**src/rtl/s2mm_pkg.sv**
```systemverilog
// Shared types, status bit positions and command packing for the S2MM ring sequencer.
package s2mm_pkg;

  localparam int unsigned S2MM_ADDR_W = 32;
  localparam int unsigned S2MM_BTT_W  = 23;
  localparam int unsigned S2MM_CMD_W  = S2MM_ADDR_W + 40;

  // Status beat bit positions
  localparam int unsigned STS_OKAY   = 7;
  localparam int unsigned STS_SLVERR = 6;
  localparam int unsigned STS_DECERR = 5;
  localparam int unsigned STS_INTERR = 4;

  // Fixed command fields: INCR burst type, no DRR/EOF flags
  localparam logic       CMD_TYPE_INCR = 1'b1;
  localparam logic [7:0] CMD_DRR_EOF   = 8'h00;

  typedef enum logic [1:0] {
    StIdle,
    StIssue,
    StDrain
  } s2mm_state_t;

  // {4'b0, tag, addr, 8'h00, INCR, btt}
  function automatic logic [S2MM_CMD_W-1:0] s2mm_cmd_pack(input logic [3:0]             tag,
                                                          input logic [S2MM_ADDR_W-1:0] addr,
                                                          input logic [S2MM_BTT_W-1:0]  btt);
    return {4'b0000, tag, addr, CMD_DRR_EOF, CMD_TYPE_INCR, btt};
  endfunction

endpackage

```
**src/rtl/s2mm_ring_ctrl.sv**
```systemverilog
// Issues fixed-size DataMover S2MM write commands around a circular DDR buffer, keeps up to
// MAX_OUT commands in flight and checks in-order status beats.
module s2mm_ring_ctrl
  import s2mm_pkg::*;
#(
  parameter int unsigned ADDR_W  = S2MM_ADDR_W,
  parameter int unsigned BTT_W   = S2MM_BTT_W,
  parameter int unsigned MAX_OUT = 4
) (
  input  logic              i_clk,
  input  logic              i_reset,
  input  logic              i_enable,
  input  logic [ADDR_W-1:0] i_ring_base,
  input  logic [ADDR_W-1:0] i_ring_size,
  input  logic [BTT_W-1:0]  i_btt,
  output logic [ADDR_W+39:0] o_cmd_tdata,
  output logic              o_cmd_tvalid,
  input  logic              i_cmd_tready,
  input  logic [7:0]        i_sts_tdata,
  input  logic              i_sts_tvalid,
  output logic              o_sts_tready,
  output logic              o_busy,
  output logic [ADDR_W-1:0] o_fill_ptr,
  output logic [31:0]       o_blocks_done,
  output logic [15:0]       o_err_count,
  output logic              o_err
);

  localparam logic [3:0] OUT_MAX = 4'(MAX_OUT);

  s2mm_state_t        r_state, w_state_d;
  logic [ADDR_W-1:0]  r_base, w_base_d, r_size, w_size_d;
  logic [BTT_W-1:0]   r_btt, w_btt_d;
  logic [ADDR_W-1:0]  r_offset, w_offset_d, r_fill_off, w_fill_off_d, r_fill_ptr, w_fill_ptr_d;
  logic [3:0]         r_tag, w_tag_d, r_exp_tag, w_exp_tag_d, r_out, w_out_d;
  logic               r_cmd_valid, w_cmd_valid_d;
  logic [ADDR_W+39:0] r_cmd_data, w_cmd_data_d;
  logic               r_sts_ready, r_busy;
  logic [31:0]        r_blocks, w_blocks_d;
  logic [15:0]        r_err_count, w_err_count_d;
  logic               r_err, w_err_d;

  logic              w_accept, w_sts_beat, w_retire, w_sts_good;
  logic [ADDR_W-1:0] w_btt_ext, w_off_sum, w_fill_sum;

  assign w_accept   = r_cmd_valid & i_cmd_tready;
  assign w_sts_beat = i_sts_tvalid & r_sts_ready;
  // A beat with nothing outstanding is an error and must not underflow the counter
  assign w_retire   = w_sts_beat & (r_out != 4'd0);
  assign w_sts_good = w_retire & i_sts_tdata[STS_OKAY] & ~i_sts_tdata[STS_SLVERR] &
                      ~i_sts_tdata[STS_DECERR] & ~i_sts_tdata[STS_INTERR] &
                      (i_sts_tdata[3:0] == r_exp_tag);
  assign w_btt_ext  = {{(ADDR_W - BTT_W){1'b0}}, r_btt};
  assign w_off_sum  = r_offset + w_btt_ext;
  assign w_fill_sum = r_fill_off + w_btt_ext;

  // Next-state: command issue, status accounting and run-state sequencing
  always_comb begin
    w_state_d     = r_state;
    w_base_d      = r_base;
    w_size_d      = r_size;
    w_btt_d       = r_btt;
    w_offset_d    = r_offset;
    w_fill_off_d  = r_fill_off;
    w_fill_ptr_d  = r_fill_ptr;
    w_tag_d       = r_tag;
    w_exp_tag_d   = r_exp_tag;
    w_out_d       = r_out + {3'b000, w_accept} - {3'b000, w_retire};
    w_cmd_valid_d = r_cmd_valid & ~w_accept;
    w_cmd_data_d  = r_cmd_data;
    w_blocks_d    = r_blocks;
    w_err_count_d = r_err_count;
    w_err_d       = r_err;

    if (w_accept) begin
      w_offset_d = (w_off_sum == r_size) ? '0 : w_off_sum;
      w_tag_d    = r_tag + 4'd1;
    end

    if (w_sts_beat) begin
      w_exp_tag_d = r_exp_tag + 4'd1;
      if (w_sts_good) begin
        w_blocks_d   = r_blocks + 32'd1;
        w_fill_off_d = (w_fill_sum == r_size) ? '0 : w_fill_sum;
        w_fill_ptr_d = r_base + w_fill_off_d;
      end else begin
        if (r_err_count != 16'hFFFF) w_err_count_d = r_err_count + 16'd1;
        w_err_d = 1'b1;
      end
    end

    unique case (r_state)
      StIdle: begin
        if (i_enable) begin
          w_state_d    = StIssue;
          w_base_d     = i_ring_base;
          w_size_d     = i_ring_size;
          w_btt_d      = i_btt;
          w_offset_d   = '0;
          w_tag_d      = 4'd0;
          w_exp_tag_d  = 4'd0;
          w_err_d      = 1'b0;
          w_fill_off_d = '0;
          w_fill_ptr_d = i_ring_base;
        end
      end
      StIssue: begin
        if (!i_enable) begin
          w_state_d = StDrain;
        end else if ((!r_cmd_valid || w_accept) && (w_out_d < OUT_MAX)) begin
          // Headroom counts this cycle's accept and retire, so back-to-back issue is possible
          w_cmd_valid_d = 1'b1;
          w_cmd_data_d  = s2mm_cmd_pack(w_tag_d, r_base + w_offset_d, r_btt);
        end
      end
      StDrain: begin
        if ((r_out == 4'd0) && !r_cmd_valid) w_state_d = StIdle;
      end
      default: w_state_d = StIdle;
    endcase
  end

  // State and output registers
  always_ff @(posedge i_clk or posedge i_reset) begin
    if (i_reset) begin
      r_state     <= StIdle;
      r_base      <= '0;
      r_size      <= '0;
      r_btt       <= '0;
      r_offset    <= '0;
      r_fill_off  <= '0;
      r_fill_ptr  <= '0;
      r_tag       <= 4'd0;
      r_exp_tag   <= 4'd0;
      r_out       <= 4'd0;
      r_cmd_valid <= 1'b0;
      r_cmd_data  <= '0;
      r_sts_ready <= 1'b0;
      r_busy      <= 1'b0;
      r_blocks    <= '0;
      r_err_count <= '0;
      r_err       <= 1'b0;
    end else begin
      r_state     <= w_state_d;
      r_base      <= w_base_d;
      r_size      <= w_size_d;
      r_btt       <= w_btt_d;
      r_offset    <= w_offset_d;
      r_fill_off  <= w_fill_off_d;
      r_fill_ptr  <= w_fill_ptr_d;
      r_tag       <= w_tag_d;
      r_exp_tag   <= w_exp_tag_d;
      r_out       <= w_out_d;
      r_cmd_valid <= w_cmd_valid_d;
      r_cmd_data  <= w_cmd_data_d;
      r_sts_ready <= 1'b1;
      r_busy      <= (w_state_d != StIdle);
      r_blocks    <= w_blocks_d;
      r_err_count <= w_err_count_d;
      r_err       <= w_err_d;
    end
  end

  assign o_cmd_tdata   = r_cmd_data;
  assign o_cmd_tvalid  = r_cmd_valid;
  assign o_sts_tready  = r_sts_ready;
  assign o_busy        = r_busy;
  assign o_fill_ptr    = r_fill_ptr;
  assign o_blocks_done = r_blocks;
  assign o_err_count   = r_err_count;
  assign o_err         = r_err;

endmodule

```
**config.mk**
```make
export PLATFORM = sky130hd
export DESIGN_NAME = s2mm_ring_ctrl
export DESIGN_NICKNAME = d
export VERILOG_FILES = /design/src/rtl/s2mm_pkg.sv /design/src/rtl/s2mm_ring_ctrl.sv
export SDC_FILE = /design/constraint.sdc
export NUM_CORES = 1
export LEC_CHECK = 0
export CELL_PAD_IN_SITES_DETAIL_PLACEMENT = 0
export CELL_PAD_IN_SITES_GLOBAL_PLACEMENT = 1
export CORE_ASPECT_RATIO = 0.8
export CORE_MARGIN = 2
export CORE_UTILIZATION = 39
export DETAILED_ROUTE_END_ITERATION = 16
export PLACE_DENSITY = 0.87
export SLEW_MARGIN = 20
export SYNTH_ARGS = -nofsm -noshare
export SYNTH_HDL_FRONTEND = slang
export SYNTH_SLANG_ARGS = --single-unit
```
**constraint.sdc**
```tcl
create_clock -name i_clk -period 10.7 [get_ports i_clk]
set_input_delay 2.14 -clock i_clk [delete_from_list [all_inputs] [get_ports i_clk]]
set_output_delay 2.14 -clock i_clk [all_outputs]
set_load 0.02 [all_outputs]
```
Yosys cells after proc, flatten, opt, wreduce, memory -nomap -nowiden --
Index checks and enable logic that the tools add are counted. Widths: inputs -> output; s select.
Cells by class: $add $sub $neg 10, order comparisons 1, equal/unequal tests 6, multiplexer cells 30, bitwise gates (word level) 14, reduce and logical (&&, ||, !) cells 12
Operators with widths (count):
- $mux 32 | 13
- $add 32x23->32 | 2
- $add 32x32->32 | 2
- $eq 32x32->1 | 2
- $add 32x1->32 const B | 1
- $mux 4 | 6
- $add 16x1->16 const B | 1
- $ne 16x16->1 const B | 1
- $and 1x1->1 | 9
- $add 4x1->4 const B | 2
- $mux 1 | 7
- $mux 2 | 3
- $pmux 2 s3 | 1
- $reduce_and 3->1 | 2
- $not 1->1 | 5
- $add 4x1->4 | 1
- $eq 4x4->1 | 1
- $logic_not 4->1 | 1
- $lt 4x3->1 const B | 1
- $reduce_and 2->1 | 2
- $reduce_bool 4->1 | 1
- $sub 4x1->4 | 1
- $eq 2x1->1 const B | 1
- $eq 2x2->1 const B | 1
- other kinds (5) | 6
Storage, ports and cells: register bits 309, input port bits 100

Longest topological paths before layout --
word-level depth 11, mapped depth 31, depth with buffers taken out 29

Worst setup path after synthesis --
OpenSTA, ideal clock, no wires.
kind register to register, from register r_btt[0], to register r_cmd_data[60] (netlist: o_cmd_tdata[60]), setup time 0.134 ns, data arrival time 6.085 ns, setup slack 4.480 ns, cell stages (with the launch flop) 32, path buffers 2, clock period less this slack 6.220 ns, cell sequence dfrtp_1 -> ha_1 -> inv_1 -> fa_1 -> nand2b_1 -> a211oi_2 -> o21a_1 -> buf_4 -> a211oi_1 -> o31ai_1 -> xnor2_1 -> xor2_1 -> nor4_2 -> nand3_1 -> buf_2 -> nand2_1 -> o21ai_0 -> ha_1 -> inv_1 -> fa_1 -> nor2b_1 -> o21a_1 -> o21ai_0 -> a21oi_1 -> o31ai_1 -> o31ai_1 -> o41ai_1 -> o211a_1 -> o21bai_1 -> a21oi_1 -> xor2_1 -> o21ai_0
Between the ends: word-level cells in the longest chain between the ends 5
RTL lines:
- start: declaration | RTL line s2mm_ring_ctrl.sv:33 | logic [BTT_W-1:0] r_btt, w_btt_d;
- start signal: assignment | RTL line s2mm_ring_ctrl.sv:147 | r_btt <= w_btt_d;
- $add 32x23->32 * | RTL line s2mm_ring_ctrl.sv:54 | assign w_off_sum = r_offset + w_btt_ext;
- $eq 32x32->1 | RTL line s2mm_ring_ctrl.sv:76 | w_offset_d = (w_off_sum == r_size) ? '0 : w_off_sum;
- $mux 32 * | RTL line s2mm_ring_ctrl.sv:76
- $mux 32 * | RTL line s2mm_ring_ctrl.sv:75 | if (w_accept) begin
- $add 32x32->32 * | RTL line s2mm_ring_ctrl.sv:113 | w_cmd_data_d = s2mm_cmd_pack(w_tag_d, r_base + w_offset_d, r_btt);
- end signal: assignment | RTL line s2mm_ring_ctrl.sv:155 | r_cmd_data <= w_cmd_data_d;
- end: declaration | RTL line s2mm_ring_ctrl.sv:37 | logic [ADDR_W+39:0] r_cmd_data, w_cmd_data_d;
Mark *: on every way between the ends. The rest lies on a longest branch, timed or not. A chain may end at the register's enable or synchronous reset.

Worst setup path in the final report --
from register r_btt[1], to register r_cmd_data[60] (netlist: o_cmd_tdata[60])
Same word-level chain as after synthesis.

==> flow_metrics.tcl <==
set metrics [dict create \
    area_delta_synth_final_pct 19.1 \
    synth.avg_cell_area_um2 8.37 \
    cap_violations 0 \
    drt_iter0_markers 2106 \
    crit_path_max_incr_delay_ps 690 \
    syn_inst 2547 \
    cts_buffer_depth 3 \
    vdd_drop_max_mv 0.128 \
    drive_gt1_frac 0.0518 \
    postCtsHoldBufs 0 \
    grt_max_degree 91 \
    dr.pass1.iters 6 \
    yosys.area.top_type_share 0.363 \
    gp_congestion 0.997 \
    crit_fanout 20 \
    path_clk_slew_ps 60 \
    clkSinkCount 309 \
    grt_usage 0.287 \
    sequentialPowerShare 0.289 \
    via_count 20200 \
    cts_resized 0 \
    ant_nets 0 \
    fin_nets 2938 \
    switching_share 0.484 \
    ff2ff_path_depth 29 \
    ys_top_cells_by_area "dfrtp_1 (36%), nand2_1 (9.0%), ha_1 (6.9%), xnor2_1 (5.3%), a21oi_1 (4.4%)" \
    via_per_inst 5.86 \
    switchingPower_uw 3610 \
    fin_crit_ps 8110 \
    grt-ovfl-total 0 \
    synth_seq_cells 309 \
    htreeDepth 2 \
    start_util 0.396 \
    antenna_found_initial 1 \
    fin_crit_sh 0.758 \
    grt_pass1_vias 19200 \
    setup.worst_path.end_class "register" \
    reg2reg_from "r_btt[1]" \
    setup_viol 0 \
    antenna_cells 0 \
    cp_top_family "compound AO/OA/AOI/OAI gates" \
    leakagePower_uw 0.0113 \
    io_buffers 243 \
    comb_power_share 0.543 \
    drt-total-wl_um 82200 \
    finalMaxSlewViolations 0 \
    numCtsBuffers 36 \
    crit_start "r_btt[1]" \
    io-pin-count 256 \
    slowest_stage "o41ai_1" \
    drc 0 \
    clk_latency_ps 570 \
    synth_flop_cell "dfrtp_1" \
    slew-limit-headroom 0.342 \
    whs_path_depth 2 \
    ys_types 94 \
    cts-root-buf "clkbuf_16" \
    die-area_um2 56600 \
    core.rowCount 76 \
    rr_endpoint "o_cmd_tdata[60]" \
    grt_setup_unrepaired "false" \
    power_density_nw_per_um2 293 \
    dp_hpwl_um 63600 \
    yosysMostFrequentCell "nand2_1" \
    fmax_mhz 123 \
    required_ps 11120 \
    synth_area_um2 21300 \
    synth_edf_count 0 \
    finalHoldViolCount 0 \
    critPathBufInv 3 \
    holdPathEnd "o_cmd_tdata[53]" \
    netlist_top_cells_count "nand2_1 (513), dfrtp_1 (309), a21oi_1 (188)" \
    status "finished, final reports clean" \
    critical_path.most_common_cell "o21ai_0" \
    hp-class "reg -> reg" \
    synth_area_leader_cell "dfrtp_1" \
    clkPwrFrac 0.168 \
    critPathLaunchType "register" \
    post-route-util 0.471 \
    die_h_um 213 \
    core_area_um2 53900 \
    grt_first_pass_wirelength_um 122000 \
    synth_seq_area_share 0.363 \
    whs_ps 480 \
    crit_arrival_ps 8530 \
    intPower_uw 3840 \
    wl_per_cell_um 23.9 \
    async_reset_ff_frac 1.00 \
    die_w_um 265 \
    tightest_slew_ps 986 \
    crit_type "reg -> reg" \
    cts_setup_buffers 0 \
    timing.setup.tns_ps 0 \
    fin_worst_skew_ps 15.8 \
    cts_tree "yes" \
    hp-start "o_cmd_tdata[53]" \
    reg2reg_slack_ps 2590 \
    yosysWarningCount 0 \
]
## metal layers
metal | wire length, µm | track usage
met3 | 6610 | 0.0549
met5 | 12 | 0
met2 | 35200 | 0.430
met1 | 37300 | 0.411
met4 | 3020 | 0.103
## layout make-up
| class | instances | area [µm²] |
|---|---|---|
| clock inverters | 17 | 190 |
| multi-input cells | 2056 | 12800 |
| inverters | 51 | 199 |
| repair buffers | 262 | 2590 |
| fillers | 5244 | 28500 |
| clock buffers | 46 | 988 |
| well taps | 702 | 878 |
| flip-flops and latches | 309 | 7730 |
## stage by stage
| step | power, µW | instances | instance area [µm²] | worst slack [ps] |
|---|---|---|---|---|
| 2_1_floorplan | 4510 | 2558 | 21400 | 15.6 |
| 3_3_place_gp | 6100 | 3379 | 24200 | 2860 |
| 3_5_place_dp | 6110 | 3379 | 24200 | 2830 |
| 4_1_cts | 7390 | 3442 | 25400 | 2800 |
| 5_1_grt | 7870 | 3443 | 25400 | 2090 |
| 6_report | 7440 | 3443 | 25400 | 2590 |
## how the worst max path moves through the flow
| stage | slack (ps) | depth (start not counted) | end |
|---|---|---|---|
| 2_1_floorplan | 20 | 1 | o_blocks_done[0] |
| 3_3_place_gp | 2860 | 30 | o_cmd_tdata[60] |
| 3_5_place_dp | 2830 | 30 | o_cmd_tdata[60] |
| 4_1_cts | 2800 | 30 | o_cmd_tdata[60] |
| 5_1_grt | 2090 | 28 | o_cmd_tdata[60] |
| 6_report | 2590 | 29 | o_cmd_tdata[60] |
## sequential cells by signal, summed over array words and instances (netlist names), 16 cells and up
register,cells
o_cmd_tdata,60
o_blocks_done,32
o_fill_ptr,32
r_base,32
r_fill_off,32
r_offset,32
r_size,32
r_btt,23
o_err_count,16
## cells by family after synthesis
kind of cell               after synthesis  synth area share
muxes                                   39            0.0201
AOI/OAI and AO/OA                      609             0.183
buffers and inverters                  193            0.0394
DFF                                    309             0.363
other                                    2          0.000352
adders and majority gates              122            0.0733
and+or+nand+nor                       1065             0.229
xor gates and xnor gates               208            0.0922
## power groups by stage
stage / registers [µW] / clock network, µW / logic [µW]
floorplan: 1980 / 0 / 2530
global placement: 2130 / 0 / 3970
detailed placement: 2140 / 0 / 3960
CTS: 2120 / 1280 / 3990
global route: 2170 / 1330 / 4370
finish: 2150 / 1250 / 4040
## layout by cell type (no fill, tap or decap), types with 19 or more instances in the layout
cell type,n
and2_1,32
and3_1,27
nor3_1,48
nor2_1,181
a21oi_1,188
xor2_1,70
o211ai_1,19
dfrtp_1,309
clkbuf_16,36
xnor2_1,128
nand2b_1,24
a211oi_1,20
mux2_2,30
clkdlybuf4s50_1,243
or3_1,27
ha_1,117
nand3_1,70
inv_1,49
o21ai_0,149
a21o_1,46
o21a_1,19
nand2_1,513
nand4_1,46
## worst reg2reg max path: cells and delay by family, from the launching register on
family	cells	cell delay, ps
flops	1	470
xor+xnor	3	640
fa+ha+maj	3	960
buf+inv	3	470
simple gates	6	1240
compound gates	14	4180
(Power assumes the default switching activity.)
